File: config.mk
export PLATFORM = sky130hd
export DESIGN_NAME = tmds_encoder
export DESIGN_NICKNAME = d
export VERILOG_FILES = /design/src/rtl/tmds_encoder.sv
export SDC_FILE = /design/constraint.sdc
export NUM_CORES = 1
export LEC_CHECK = 0
export ABC_AREA = 1
export BUFFER_PORTS_ARGS = -buffer_cell sky130_fd_sc_hd__buf_4
export CAP_MARGIN = 30
export CORE_AREA = 2 2 74 76
export CTS_BUF_LIST = sky130_fd_sc_hd__clkbuf_8
export DETAILED_ROUTE_END_ITERATION = 6
export DIE_AREA = 0 0 76 78
export GPL_ROUTABILITY_DRIVEN = 0
export MAX_ROUTING_LAYER = met4
export PLACE_DENSITY = 0.8
export REMOVE_ABC_BUFFERS = 1
export SLEW_MARGIN = 0
export SYNTH_ARGS = -nofsm -noshare
export SYNTH_HDL_FRONTEND = slang
export SYNTH_SLANG_ARGS = --single-unit
export TNS_END_PERCENT = 5
File: constraint.sdc
create_clock -name clk_pix -period 9.7 [get_ports clk_pix]
set_input_delay 2.425 -clock clk_pix [delete_from_list [all_inputs] [get_ports clk_pix]]
set_output_delay 2.425 -clock clk_pix [all_outputs]
set_load 0.1 [all_outputs]
File: src/rtl/tmds_encoder.sv
// TMDS (DVI 1.0) 8b/10b channel encoder: 3-stage pipeline with signed running disparity.
// Define TMDS_ENCODER_OUTREG_EN to add one output register stage (latency 4 instead of 3).
module tmds_encoder #(
    parameter int unsigned DISP_W = 5
) (
    input  logic                     clk_pix,
    input  logic                     rst,
    input  logic                     de,
    input  logic [7:0]               data,
    input  logic [1:0]               ctrl,
    output logic [9:0]               tmds,
    output logic signed [DISP_W-1:0] disparity
);
    localparam int unsigned CNT_W   = 4;
    localparam logic [9:0]  CTRL_00 = 10'h354;
    localparam logic [9:0]  CTRL_01 = 10'h0AB;
    localparam logic [9:0]  CTRL_10 = 10'h154;
    localparam logic [9:0]  CTRL_11 = 10'h2AB;

    typedef logic signed [DISP_W-1:0] disp_t;

    logic             de1_q, de1_d;
    logic [1:0]       ctrl1_q, ctrl1_d;
    logic [7:0]       data1_q, data1_d;
    logic [CNT_W-1:0] n1d_q, n1d_d;

    logic             de2_q, de2_d;
    logic [1:0]       ctrl2_q, ctrl2_d;
    logic [8:0]       qm_q, qm_d;
    logic [CNT_W-1:0] n1q_q, n1q_d;
    logic [CNT_W-1:0] n0q_q, n0q_d;
    logic             use_xnor;

    logic [9:0]       tmds3_q, tmds3_d;
    disp_t            disp3_q, disp3_d;
    disp_t            diff_1m0, diff_0m1;
    logic             disp_pos, disp_neg;

    // S1: capture inputs and count ones of the pixel
    always_comb begin
        de1_d   = de;
        ctrl1_d = ctrl;
        data1_d = data;
        n1d_d   = '0;
        for (int i = 0; i < 8; i++) begin
            n1d_d = n1d_d + CNT_W'(data[i]);
        end
    end

    // S2: transition-minimising chain q_m and its ones/zeros balance
    always_comb begin
        de2_d    = de1_q;
        ctrl2_d  = ctrl1_q;
        use_xnor = (n1d_q > CNT_W'(4)) || ((n1d_q == CNT_W'(4)) && !data1_q[0]);
        qm_d     = '0;
        qm_d[0]  = data1_q[0];
        for (int i = 1; i < 8; i++) begin
            qm_d[i] = use_xnor ? ~(qm_d[i-1] ^ data1_q[i]) : (qm_d[i-1] ^ data1_q[i]);
        end
        qm_d[8] = ~use_xnor;
        n1q_d   = '0;
        for (int i = 0; i < 8; i++) begin
            n1q_d = n1q_d + CNT_W'(qm_d[i]);
        end
        n0q_d = CNT_W'(8) - n1q_d;
    end

    // S3: DC-balancing inversion decision; sign tests use the pre-update disparity
    always_comb begin
        tmds3_d  = tmds3_q;
        disp3_d  = disp3_q;
        diff_1m0 = disp_t'(n1q_q) - disp_t'(n0q_q);
        diff_0m1 = disp_t'(n0q_q) - disp_t'(n1q_q);
        disp_neg = disp3_q[DISP_W-1];
        disp_pos = !disp_neg && (disp3_q != '0);
        if (!de2_q) begin
            case (ctrl2_q)
                2'b00:   tmds3_d = CTRL_00;
                2'b01:   tmds3_d = CTRL_01;
                2'b10:   tmds3_d = CTRL_10;
                default: tmds3_d = CTRL_11;
            endcase
            disp3_d = '0;
        end else if ((disp3_q == '0) || (n1q_q == n0q_q)) begin
            tmds3_d = {~qm_q[8], qm_q[8], (qm_q[8] ? qm_q[7:0] : ~qm_q[7:0])};
            disp3_d = disp3_q + (qm_q[8] ? diff_1m0 : diff_0m1);
        end else if ((disp_pos && (n1q_q > n0q_q)) || (disp_neg && (n0q_q > n1q_q))) begin
            tmds3_d = {1'b1, qm_q[8], ~qm_q[7:0]};
            disp3_d = disp3_q + (qm_q[8] ? disp_t'(2) : disp_t'(0)) + diff_0m1;
        end else begin
            tmds3_d = {1'b0, qm_q[8], qm_q[7:0]};
            disp3_d = disp3_q + diff_1m0 - (qm_q[8] ? disp_t'(0) : disp_t'(2));
        end
    end

    always_ff @(posedge clk_pix or posedge rst) begin
        if (rst) begin
            de1_q   <= 1'b0;
            ctrl1_q <= 2'b00;
            data1_q <= '0;
            n1d_q   <= '0;
            de2_q   <= 1'b0;
            ctrl2_q <= 2'b00;
            qm_q    <= '0;
            n1q_q   <= '0;
            n0q_q   <= '0;
            tmds3_q <= CTRL_00;
            disp3_q <= '0;
        end else begin
            de1_q   <= de1_d;
            ctrl1_q <= ctrl1_d;
            data1_q <= data1_d;
            n1d_q   <= n1d_d;
            de2_q   <= de2_d;
            ctrl2_q <= ctrl2_d;
            qm_q    <= qm_d;
            n1q_q   <= n1q_d;
            n0q_q   <= n0q_d;
            tmds3_q <= tmds3_d;
            disp3_q <= disp3_d;
        end
    end

`ifdef TMDS_ENCODER_OUTREG_EN
    logic [9:0] tmds_o_q, tmds_o_d;
    disp_t      disp_o_q, disp_o_d;

    assign tmds_o_d = tmds3_q;
    assign disp_o_d = disp3_q;

    always_ff @(posedge clk_pix or posedge rst) begin
        if (rst) begin
            tmds_o_q <= CTRL_00;
            disp_o_q <= '0;
        end else begin
            tmds_o_q <= tmds_o_d;
            disp_o_q <= disp_o_d;
        end
    end

    assign tmds      = tmds_o_q;
    assign disparity = disp_o_q;
`else
    assign tmds      = tmds3_q;
    assign disparity = disp3_q;
`endif

endmodule
* Word-level counts from Yosys, hierarchy flattened
Cells that the tools add are included.
Operators by class: add/sub/neg operators 22, reductions and logical operators 12, muxes and demuxes 18, bitwise operators 17, equal/unequal tests 4, magnitude comparators 3
Operators by type and width (count):
- adder 4 x 1 -> 4 bit | 8
- 2-to-1 mux 10 bit | 3
- case mux 10 bit (3 select lines) | 1
- 2-to-1 mux 5 bit | 4
- adder 5 bit | 3
- subtractor 4 x 4 -> 5 bit | 2
- NOT 1 bit | 9
- adder 3 x 1 -> 4 bit | 2
- > comparator 4 bit | 2
- 2-to-1 mux 8 bit | 1
- NOT 8 bit | 1
- 2-to-1 mux 1 bit | 7
- bitwise XOR 1 bit | 7
- adder 2 x 1 -> 3 bit | 2
- adder 5 x 3 -> 5 bit | 1
- logical NOT 5 bit | 1
- nonzero test 5 bit | 1
- subtractor 5 x 3 -> 5 bit | 1
- adder 1 x 1 -> 2 bit | 2
- == test 4 x 3 -> 1 bit (second input constant) | 1
- == test 4 bit | 1
- > comparator 4 x 3 -> 1 bit (second input constant) | 1
- logical AND 1 bit | 4
- 2-to-1 mux 2 bit | 2
- other kinds (6) | 9
Storage, ports and cells: register bits 50

* Depth between registers and ports, before layout
Gate-level depths: netlist (run 1).
depth after elaboration 24, mapped depth 22, gate-level depth less buffers 22

* Worst setup path before layout (run 1)
Ideal clock, no wire load.
path kind in2reg, from input port data[0], to register n1d_q[2], arrival 4.606 ns, buffers on the path 0, slack 4.971 ns, cell stages on the path 9, cell sequence fa_1 -> inv_1 -> fa_1 -> fa_1 -> inv_1 -> ha_1 -> inv_1 -> fa_1 -> xnor2_1
On the way: cells in the longest elaborated chain, start to end 7
Ends and longest elaborated chain:
- start, declared | line 9 | input logic [7:0] data,
- adder 1 x 1 -> 2 bit | line 46 | n1d_d = n1d_d + CNT_W'(data[i]);
- adder 2 x 1 -> 3 bit | line 46
- adder 3 x 1 -> 4 bit | line 46
- adder 4 x 1 -> 4 bit (4 in series) | line 46
- net n1d_d[2] | line 25 | logic [CNT_W-1:0] n1d_q, n1d_d;
- end signal, assigned | line 113 | n1d_q <= n1d_d;
- end, declared | line 25
The timed path passes the listed nets, and every way through them passes these cells.

* Worst setup path after layout (run 1)
Ends and elaborated chain as after synthesis.

==> results of run 1 <==
## path summary, 6_finish.rpt
path / startpoint / slack [ns] / end / cells past startpoint
worst min-delay path: de1_q / 0.37 / de2_q / 0
worst min register to register: de1_q / 0.37 / de2_q / 0
max in group asynchronous: rst / 6.99 / tmds[8] / 3
worst max-delay path: data[0] / 5.00 / n1d_q[2] / 10
min in group asynchronous: rst / 2.13 / de1_q / 2
worst max register to register: data1_q[0] / 5.78 / n0q_q[3] / 19
## cells by family (layout without fill, tap and decap cells)
family | after synthesis | in the layout | share of synthesized area
buf+inv | 72 | 106 | 0.09193
simple gates | 127 | 127 | 0.2140
fa+ha+maj | 41 | 41 | 0.2039
compound gates | 20 | 20 | 0.03719
xor+xnor | 17 | 17 | 0.04973
flops | 48 | 48 | 0.4033
## registers in the layout (all words and copies together) (netlist names)
name and cells:
n0q_q 3, de2_q 1, disparity 5, n1d_q 4, data1_q 8, ctrl1_q 2
ctrl2_q 2, tmds 10, de1_q 1, n1q_q 3, qm_q 9
## worst max-delay path: cells and delay by family
kind                     cells  cell delay [ns]
adder cells (fa/ha/maj)      5             2.00
XOR/XNOR                     1             0.19
buffers and inverters        4             0.31
## through the flow
stage,instances,worst slack [ns],hold WS [ns]
after floorplan,323,4.971,0.3312
after global placement,420,4.818,0.3374
after detailed placement,420,4.664,0.3425
after CTS,428,4.994,0.3713
after global routing,429,4.929,0.3855
final,429,5.004,0.3682
## metal layers
layer,up-vias,global-route usage,wire length [um],share of wire
met5,-,-,0,0
met4,0,0.07273,129,0.025
met3,14,0.04419,145,0.029
li1,1051,-,-,-
met1,990,0.2090,2142,0.42
met2,35,0.3545,2661,0.52
## layout by cell type (no fill, tap or decap), types with 9 or more instances in the layout
cell,instances
dfrtp_1,43
inv_1,63
buf_4,27
o21ai_0,9
nand3_1,23
nand2_4,9
nor2_1,12
ha_1,28
xnor2_1,9
fa_1,13
nand2_1,64
## area by class of cell
type                       instances  share of cell area
clock inverter                     2            0.004430
sequential                        48              0.3562
inverter                          70             0.07752
multi-input combinational        205              0.4459
tap                               70             0.02584
clock buffer                       6             0.02436
timing repair buffer              28             0.06571
==> impl_results.md, run 1 <==
* Status: finished, final reports clean
* GRT Util Overall at 0.1949
* Placed wire-length estimate at 4072 um
* Synth warn at 0
* CTS Buf Count at 5
* Layout cells sized above 1 at 0.1894
* Post-synthesis cell type count at 24
* Main synth FF type: dfrtp_1
* Post-route DRC at 0
* CP Capture Type: flip-flop
* TritonCTS clock tree: yes
* Tmin final at 4.696 ns
* Sequential cell area fraction in the yosys report at 0.4033
* Crit-path max cell delay at 0.54 ns
* Layout area overhead at 13.21%
* Finish-stage setup viols at 0
* Initial antenna violation count at 0
* IO Pins at 28
* FFs w/ async S/R, synth at 1.000
* Multi-input logic area at 1511 sq um
* Die extent in y at 78 um
* Average cell area after synthesis at 9.213 sq um
* Fin crit share at 0.4841
* DRT iter0 DRCs at 99
* Post_cts resized at 0
* CP Data Arrival Time at 4.92 ns
* Clock tree sinks at 48
* Max cap viols at 0
* Max FO, Critical Path at 2
* Post-CTS setup buffers at 0
* NumNets Final at 412
* Overflow after GRT at 0
* Via count at 2090
* Port bufs at 27
* Worst-path cell chain: buf_4 -> fa_1 -> inv_1 -> fa_1 -> fa_1 -> inv_1 -> ha_1 -> inv_1 -> fa_1 -> xnor2_1
* Worst Skew at 0.01035 ns
* DRT antenna net count at 0
* Top post-synthesis cells by area: dfrtp_1 36%, ha_1 12%, fa_1 8.7%
* Die X at 76 um
* Drt pass-1 iters at 4
* Slew Limit Fails at 0
* Crit start category: primary input
* Final wirelength at 5078 um
* CTS Hold Buffers Added at 0
* Syn Inst Count at 325
* Die area at 5928 sq um
* Antenna Diode Count at 0
* Slew @ Worst Pin at 0.5573 ns
* FF+latch count, synth at 48
* Design Area, Final at 3390 sq um
* Rows at 26
* Max-slew headroom at 0.6245
* Commonest cells in the synthesized netlist: 64 x inv_1, 64 x nand2_1, 43 x dfrtp_1
* Final Util at 0.6722
* Filler cells at 419
* Slowest CP cell: fa_1
* RSZ-0062 raised after global routing: false
* H-Tree Depth at 2
* Synthesized cell area at 2994 sq um
* Post-synth EDFFs at 0
* Clock Latency Late Sink at 0.30 ns
* Most used cell along the critical path: fa_1
* Clock root buffer: clkbuf_8
* FMAX at 212.9 MHz
* Synth area leader: dfrtp_1
* Clock slew at reported path FFs at 0.09 ns
* Max Buffers Root-to-Sink at 2
* Sequential cell area at 1207 sq um
* Dpl cell area at 3272 sq um
* WL/cell at 11.84 um
* Global-route wire length before repair at 8907 um
* Hold Path Class: flip-flop to flip-flop
* Share of the synthesized area in the top cell type at 0.3594
* Initial Utilization at 0.5938
* Final hold vios at 0
* Critical Path RT at 9.92 ns
* Largest net degree at the start of global routing at 49
* Setup_tns at 0 ns
* Area of the core at 5042 sq um
* Vias per inst at 4.872
* Vias in the first global route at 2107
* CP Class: primary input to flip-flop
Power of run 1 is not shown: default switching activity piles up to over one toggle a cycle in this logic, so the estimate is an artifact.
==> inputs of run 2 (changes only) <==
ABC_AREA = 0   (was 1)
CORE_AREA = 2 2 76 78   (was 2 2 74 76)
DIE_AREA = 0 0 78 80   (was 0 0 76 78)
PLACE_DENSITY = 0.77   (was 0.8)
clock period = 4.05 ns   (was 9.7 ns; I/O delays follow)
==> run 2 against run 1 <==
Compared with the run above:
- die area up 5.3%
- flip-flop and latch count unchanged
- first-iteration DRC count up 36%
- utilization down 4.6 points
- sequential share of layout area up 0.090 points
- via count down 12%
- synthesized area down 4.1%
- count of clock-buffer cells in the layout down 1
- register-to-register slack worse by 5.7 ns
- setup slack worse by 4.9 ns
- clock skew about the same
- non-clock buffer count up 6
==> impl_results.md, run 2 <==
* Gr busiest metal: met2
* Status: finished, final reports clean
* Synth area leader: dfrtp_1
* Reg-to-Reg End: n0q_q[3]
* Worst R2R Path Depth at 13 (-6)
* Final wirelength at 4861 um (-4.3%)
* Finish-stage setup viols at 0 (unchanged)
* Clock Latency Late Sink at 0.30 ns (about the same)
* Max reg flops at 10 (unchanged)
* Die extent in y at 80 um (+2.6%)
* CP Capture Type: flip-flop
* Vias in the first global route at 1817 (-14%)
* Via count at 1844 (-12%)
* DRT antenna net count at 0 (unchanged)
* Synthesized cell area at 2873 sq um (-4.1%)
* Final Util at 0.6262 (-0.04605)
* Flop-to-flop setup slack at 0.12 ns (-5.66 ns)
* Antenna Diode Count at 0 (unchanged)
* Max Buffers Root-to-Sink at 2 (unchanged)
* Met2 Usage GRT at 0.2983 (-0.05619)
* FMAX at 254.2 MHz
* Post-synth EDFFs at 0 (unchanged)
* Die area at 6240 sq um (+5.3%)
* Largest net degree at the start of global routing at 49 (unchanged)
* Main synth FF type: dfrtp_1
* Clock root buffer: clkbuf_8
* Fin crit share at 0.9713
* Slew Limit Fails at 0 (unchanged)
* Final hold vios at 0 (unchanged)
* TritonCTS clock tree: yes
* Most common cell after layout, fill and taps aside: dfrtp_1
* FF+latch count, synth at 48 (unchanged)
* Grt met3 use at 0.03054 (-0.01364)
* Vias per inst at 5.151 (+5.7%)
* Commonest cells in the synthesized netlist: 43 x dfrtp_1, 39 x inv_1, 28 x ha_1
* Clock tree sinks at 48 (unchanged)
* Filler cells at 425 (+1.4%)
* Post-synthesis cell type count at 41 (+71%)
* Synth warn at 0 (unchanged)
* Port bufs at 27 (unchanged)
* Overflow after GRT at 0 (unchanged)
* CP Data Arrival Time at 4.16 ns (-0.76 ns)
* Crit start category: flip-flop
* Sequential cell area fraction in the yosys report at 0.4203 (+0.01704)
* Worst Skew at 0.01063 ns (+0.0002770 ns)
* CTS Hold Buffers Added at 0 (unchanged)
* Most frequent cell after synthesis: dfrtp_1
* Die X at 78 um (+2.6%)
* Global-route wire length before repair at 8321 um (-6.6%)
* Max-slew headroom at 0.3331 (-0.2914)
* DRT iter0 DRCs at 135 (+36%)
* Max cap viols at 0 (unchanged)
* IO Pins at 28 (unchanged)
* FFs w/ async S/R, synth at 1.000 (unchanged)
* Drt pass-1 iters at 4 (unchanged)
* Worst Hold Endpoint: ctrl2_q[1]
* Initial Utilization at 0.5315 (-0.06232)
* Max FO, Critical Path at 3 (+1)
* Hold path depth at 0 (unchanged)
* CTS Buf Count at 5 (unchanged)
* Clock slew at reported path FFs at 0.09 ns (about the same)
* Rows at 27 (+3.8%)
* Hold Path Class: flip-flop to flip-flop
* Critical Path RT at 4.28 ns (-5.64 ns)
* Average cell area after synthesis at 11.54 sq um (+25%)
* Layout cells sized above 1 at 0.2273 (+0.03786)
* Post-route DRC at 0 (unchanged)
* Share of the synthesized area in the top cell type at 0.3746 (+0.01518)
* CP Class: flip-flop to flip-flop
* Area of the core at 5405 sq um (+7.2%)
* WL/cell at 13.58 um (+15%)
* H-Tree Depth at 2 (unchanged)
* Slew @ Worst Pin at 0.9949 ns (+0.4375 ns)
* NumNets Final at 339 (-18%)
* Top post-synthesis cells by area: dfrtp_1 37%, ha_1 12%, fa_1 9.1%
* RR Startpoint: data1_q[0]
* Placed wire-length estimate at 3675 um (-9.7%)
* Tmin final at 3.934 ns
* Hold path start: ctrl1_q[1]
* GRT met1 Usage at 0.2171 (+0.008087)
* Layout area overhead at 17.81%
* Syn Inst Count at 249 (-23%)
* Most frequent cells in the layout: 42 x dfrtp_1, 37 x inv_1, 33 x buf_4, 27 x ha_1, 14 x xnor2_1
* GRT Util Overall at 0.1758 (-0.01912)
* Initial antenna violation count at 0 (unchanged)
[run 2: critical path, stage by stage, from the launching register on]
cell,delay [ns]
dfrtp_2,0.45
xnor2_2,0.21
xor3_2,0.40
xor2_2,0.19
fa_1,0.47
xnor2_1,0.16
ha_1,0.30
fa_1,0.50
ha_2,0.18
inv_1,0.05
fa_1,0.53
inv_2,0.07
nor3_2,0.19
xor2_1,0.15
[run 2: cell families after synthesis]
family	share of synthesized area
multiplexers	0.007404
XOR/XNOR	0.08144
adder cells (fa/ha/maj)	0.2125
flip-flops	0.4203
buffers and inverters	0.06794
AND/OR/NAND/NOR	0.07884
AO/OA/AOI/OAI	0.1315
[run 2: layout make-up]
class | count | area, sq um | share of cell area
clock inverter | 3 | 90.09 | 0.02662
timing repair buffer | 34 | 267.8 | 0.07911
clock buffer | 5 | 68.82 | 0.02033
sequential | 48 | 1209 | 0.3571
multi-input combinational | 157 | 1513 | 0.4469
tap | 72 | 90.09 | 0.02662
inverter | 39 | 146.4 | 0.04325
[run 2: through the flow]
step	setup TNS [ns]	cells	cell area [sq um]	setup WS, ns	hold slack [ns]
global placement	0	345	3132	0.2452	0.3343
floorplan	0	244	2824	0.1843	0.3312
CTS	0	353	3291	0.05364	0.3574
detailed placement	0	345	3132	0.09556	0.3373
global route	-0.07394	358	3385	-0.07262	0.3618
finish	0	358	3385	0.1164	0.3564
[run 2: per-layer routing]
layer / vias up / share of wire
met1: 893 / 0.44
met5: - / 0
li1: 900 / -
met2: 44 / 0.51
met3: 7 / 0.039
met4: 0 / 0.012
[run 2: repair_timing]
action | 4_1_cts | 5_1_grt
buffers inserted | 0 | 4
gates resized for setup | 0 | 10
endpoints found under the setup margin | 0 | 3
[run 2: worst max-delay path by stage]
stage          startpoint        to  slack, ns  cells past startpoint
6_report       data1_q[0]  n0q_q[3]       0.12                     13
5_1_grt        data1_q[0]  n0q_q[3]      -0.07                     13
4_1_cts        data1_q[0]  n0q_q[3]       0.05                     13
3_5_place_dp   data1_q[0]  n0q_q[3]        0.1                     13
3_3_place_gp   data1_q[0]  n0q_q[3]       0.25                     13
2_1_floorplan  data1_q[0]  n0q_q[3]       0.18                     13
Power of run 2 is left out for the same reason.
==> inputs of run 3 (changes only) <==
ABC_AREA = 1   (was 0)
CORE_AREA = 2 2 77 79   (was 2 2 76 78)
DIE_AREA = 0 0 79 81   (was 0 0 78 80)
==> run 3 against run 2 <==
Compared with the run above:
- flip-flop and latch count unchanged
- cell area rose by 1.4%
- global-route usage grew 0.26 points
- routed wire length increased by 2.1%
- final cell count rose by 21%
- die area grew 2.5%
- count of clock-buffer cells in the layout rose by 1
- via count rose by 12%
- first-iteration DRC count decreased by 53%
- utilization fell by 2.1 points
- register-to-register slack gained 0.14 ns
- clock skew shrank 0.0076 ns
- critical path type unchanged
==> impl_results.md, run 3 (synthesis results as in run 1) <==
* Status: finished, final reports clean
* Antenna Diode Count at 0 (unchanged)
* Max FO, Critical Path at 6 (+3)
* Setup_tns at 0 ns (unchanged)
* Slew @ Worst Pin at 0.5437 ns (-0.4512 ns)
* Die area at 6399 sq um (+2.5%)
* Via count at 2064 (+12%)
* Initial antenna violation count at 0 (unchanged)
* TritonCTS clock tree: yes
* Worst Skew at 0.002986 ns (-0.007643 ns)
* GRT Util Overall at 0.1784 (+0.002566)
* Finish-stage setup viols at 0 (unchanged)
* Largest net degree at the start of global routing at 49 (unchanged)
* Most frequent cells in the layout: 64 x nand2_1, 63 x inv_1, 42 x dfrtp_1, 28 x ha_1, 27 x buf_4
* Hold Path Class: flip-flop to flip-flop
* Crit start category: flip-flop
* Slowest CP cell: fa_1
* Area of the core at 5675 sq um (+5.0%)
* DRT antenna net count at 0 (unchanged)
* Vias per inst at 4.756 (-7.7%)
* Clock slew at reported path FFs at 0.09 ns (about the same)
* Worst-path cell chain: nand3_1 -> nand2_1 -> nand2_2 -> xor2_1 -> fa_1 -> inv_1 -> nand3_1 -> nand2_1 -> inv_1 -> ha_1 -> fa_1 -> ha_1 -> inv_1 -> fa_1 -> xnor2_1 -> nor3_2 -> xor2_1
* Clock Latency Late Sink at 0.30 ns (about the same)
* FMAX at 263.9 MHz (+3.8%)
* WL/cell at 11.44 um (-16%)
* CP Buf/Inv Count at 3 (+1)
* Layout cells sized above 1 at 0.1978 (-0.02950)
* Final wirelength at 4963 um (+2.1%)
* RSZ-0062 raised after global routing: false
* Multi-input logic area at 1524 sq um (+0.74%)
* CP Capture Type: flip-flop
* Max-slew headroom at 0.6337 (+0.3006)
* Placed wire-length estimate at 3905 um (+6.2%)
* Max Buffers Root-to-Sink at 2 (unchanged)
* IO Pins at 28 (unchanged)
* Vias in the first global route at 2069 (+14%)
* Drt pass-1 iters at 4 (unchanged)
* Port bufs at 27 (unchanged)
* Rows at 28 (+3.7%)
* Layout area overhead at 14.67%
* Global-route wire length before repair at 8556 um (+2.8%)
* Crit-path max cell delay at 0.49 ns (-0.04 ns)
* Clock root buffer: clkbuf_8
* DRT iter0 DRCs at 63 (-53%)
* Filler cells at 506 (+19%)
* Tmin final at 3.790 ns (-0.1438 ns)
* Fin crit share at 0.9357 (-0.03550)
* Max cap viols at 0 (unchanged)
* Critical Path RT at 4.24 ns (-0.04 ns)
* CTS Buf Count at 5 (unchanged)
* CP Data Arrival Time at 3.98 ns (-0.18 ns)
* Largest delay share family, worst path: adder cells
* Overflow after GRT at 0 (unchanged)
* Die X at 79 um (+1.3%)
* Die extent in y at 81 um (+1.3%)
* Clock tree sinks at 48 (unchanged)
* CP Class: flip-flop to flip-flop
* Most common cell after layout, fill and taps aside: nand2_1
* NumNets Final at 412 (+22%)
* Final hold vios at 0 (unchanged)
* H-Tree Depth at 2 (unchanged)
* Initial Utilization at 0.5276 (-0.003924)
* Max reg flops at 10 (unchanged)
* Sequential cell area at 1209 sq um (unchanged)
* Slew Limit Fails at 0 (unchanged)
* Post-route DRC at 0 (unchanged)
run 3: cell types whose count changed in the layout (fill, tap and decap cells not counted), sizes merged, moves of 7 or more:
| cell | before | now |
|---|---|---|
| inv | 39 | 70 |
| o31ai | 8 | 0 |
| nor3 | 12 | 1 |
| nor2 | 5 | 12 |
| nand3 | 5 | 26 |
| nand2 | 7 | 80 |
| a21oi | 13 | 6 |
| o21a | 9 | 0 |
| xnor2 | 16 | 9 |
| nand3b | 0 | 8 |
run 3: metrics by stage:
| stage | hold WS [ns] | worst slack, ns | instances | util | area (sq um) |
|---|---|---|---|---|---|
| floorplan | 0.3312 | 0.4614 | 323 | - | 2982 |
| global placement | 0.3339 | 0.3142 | 425 | 0.5776 | 3278 |
| detailed placement | 0.3362 | 0.2175 | 425 | 0.5776 | 3278 |
| CTS | 0.3565 | 0.1207 | 433 | 0.5990 | 3400 |
| global route | 0.3662 | 0.01389 | 434 | 0.6049 | 3433 |
| finish | 0.3543 | 0.2602 | 434 | 0.6049 | 3433 |
run 3: metal layers:
metal | routed length, um | up-vias | GRT usage
met1 | 2051 | 967 | 0.1984
met5 | 0 | - | -
met2 | 2665 | 32 | 0.3212
met3 | 144 | 8 | 0.02444
li1 | - | 1057 | -
met4 | 102 | 0 | 0.07931
run 3: path summary, 6_finish.rpt:
| check | startpoint | endpoint | slack (ns) | cells after the start |
|---|---|---|---|---|
| setup / recovery | data1_q[0] | n0q_q[3] | 0.26 | 17 |
| hold / removal | de1_q | de2_q | 0.35 | 0 |
| setup reg to reg | data1_q[0] | n0q_q[3] | 0.26 | 17 |
| hold reg to reg | de1_q | de2_q | 0.35 | 0 |
| max in group asynchronous | rst | tmds[4] | 3.03 | 3 |
| min in group asynchronous | rst | ctrl1_q[1] | 0.56 | 2 |
run 3: final cells by class:
class                      instances  share of cell area
clock buffer                       6             0.02405
clock inverter                     2             0.01130
inverter                          70             0.07653
multi-input combinational        205              0.4439
sequential                        48              0.3520
tap                               75             0.02733
timing repair buffer              28             0.06487
run 3: what timing repair did:
item,4_1_cts,5_1_grt
endpoints found under the hold margin,0,0
hold buffers,0,0
setup buffers,0,0
gates resized for setup,0,3
setup endpoints to repair,0,1
Power of run 3 is left out for the same reason.
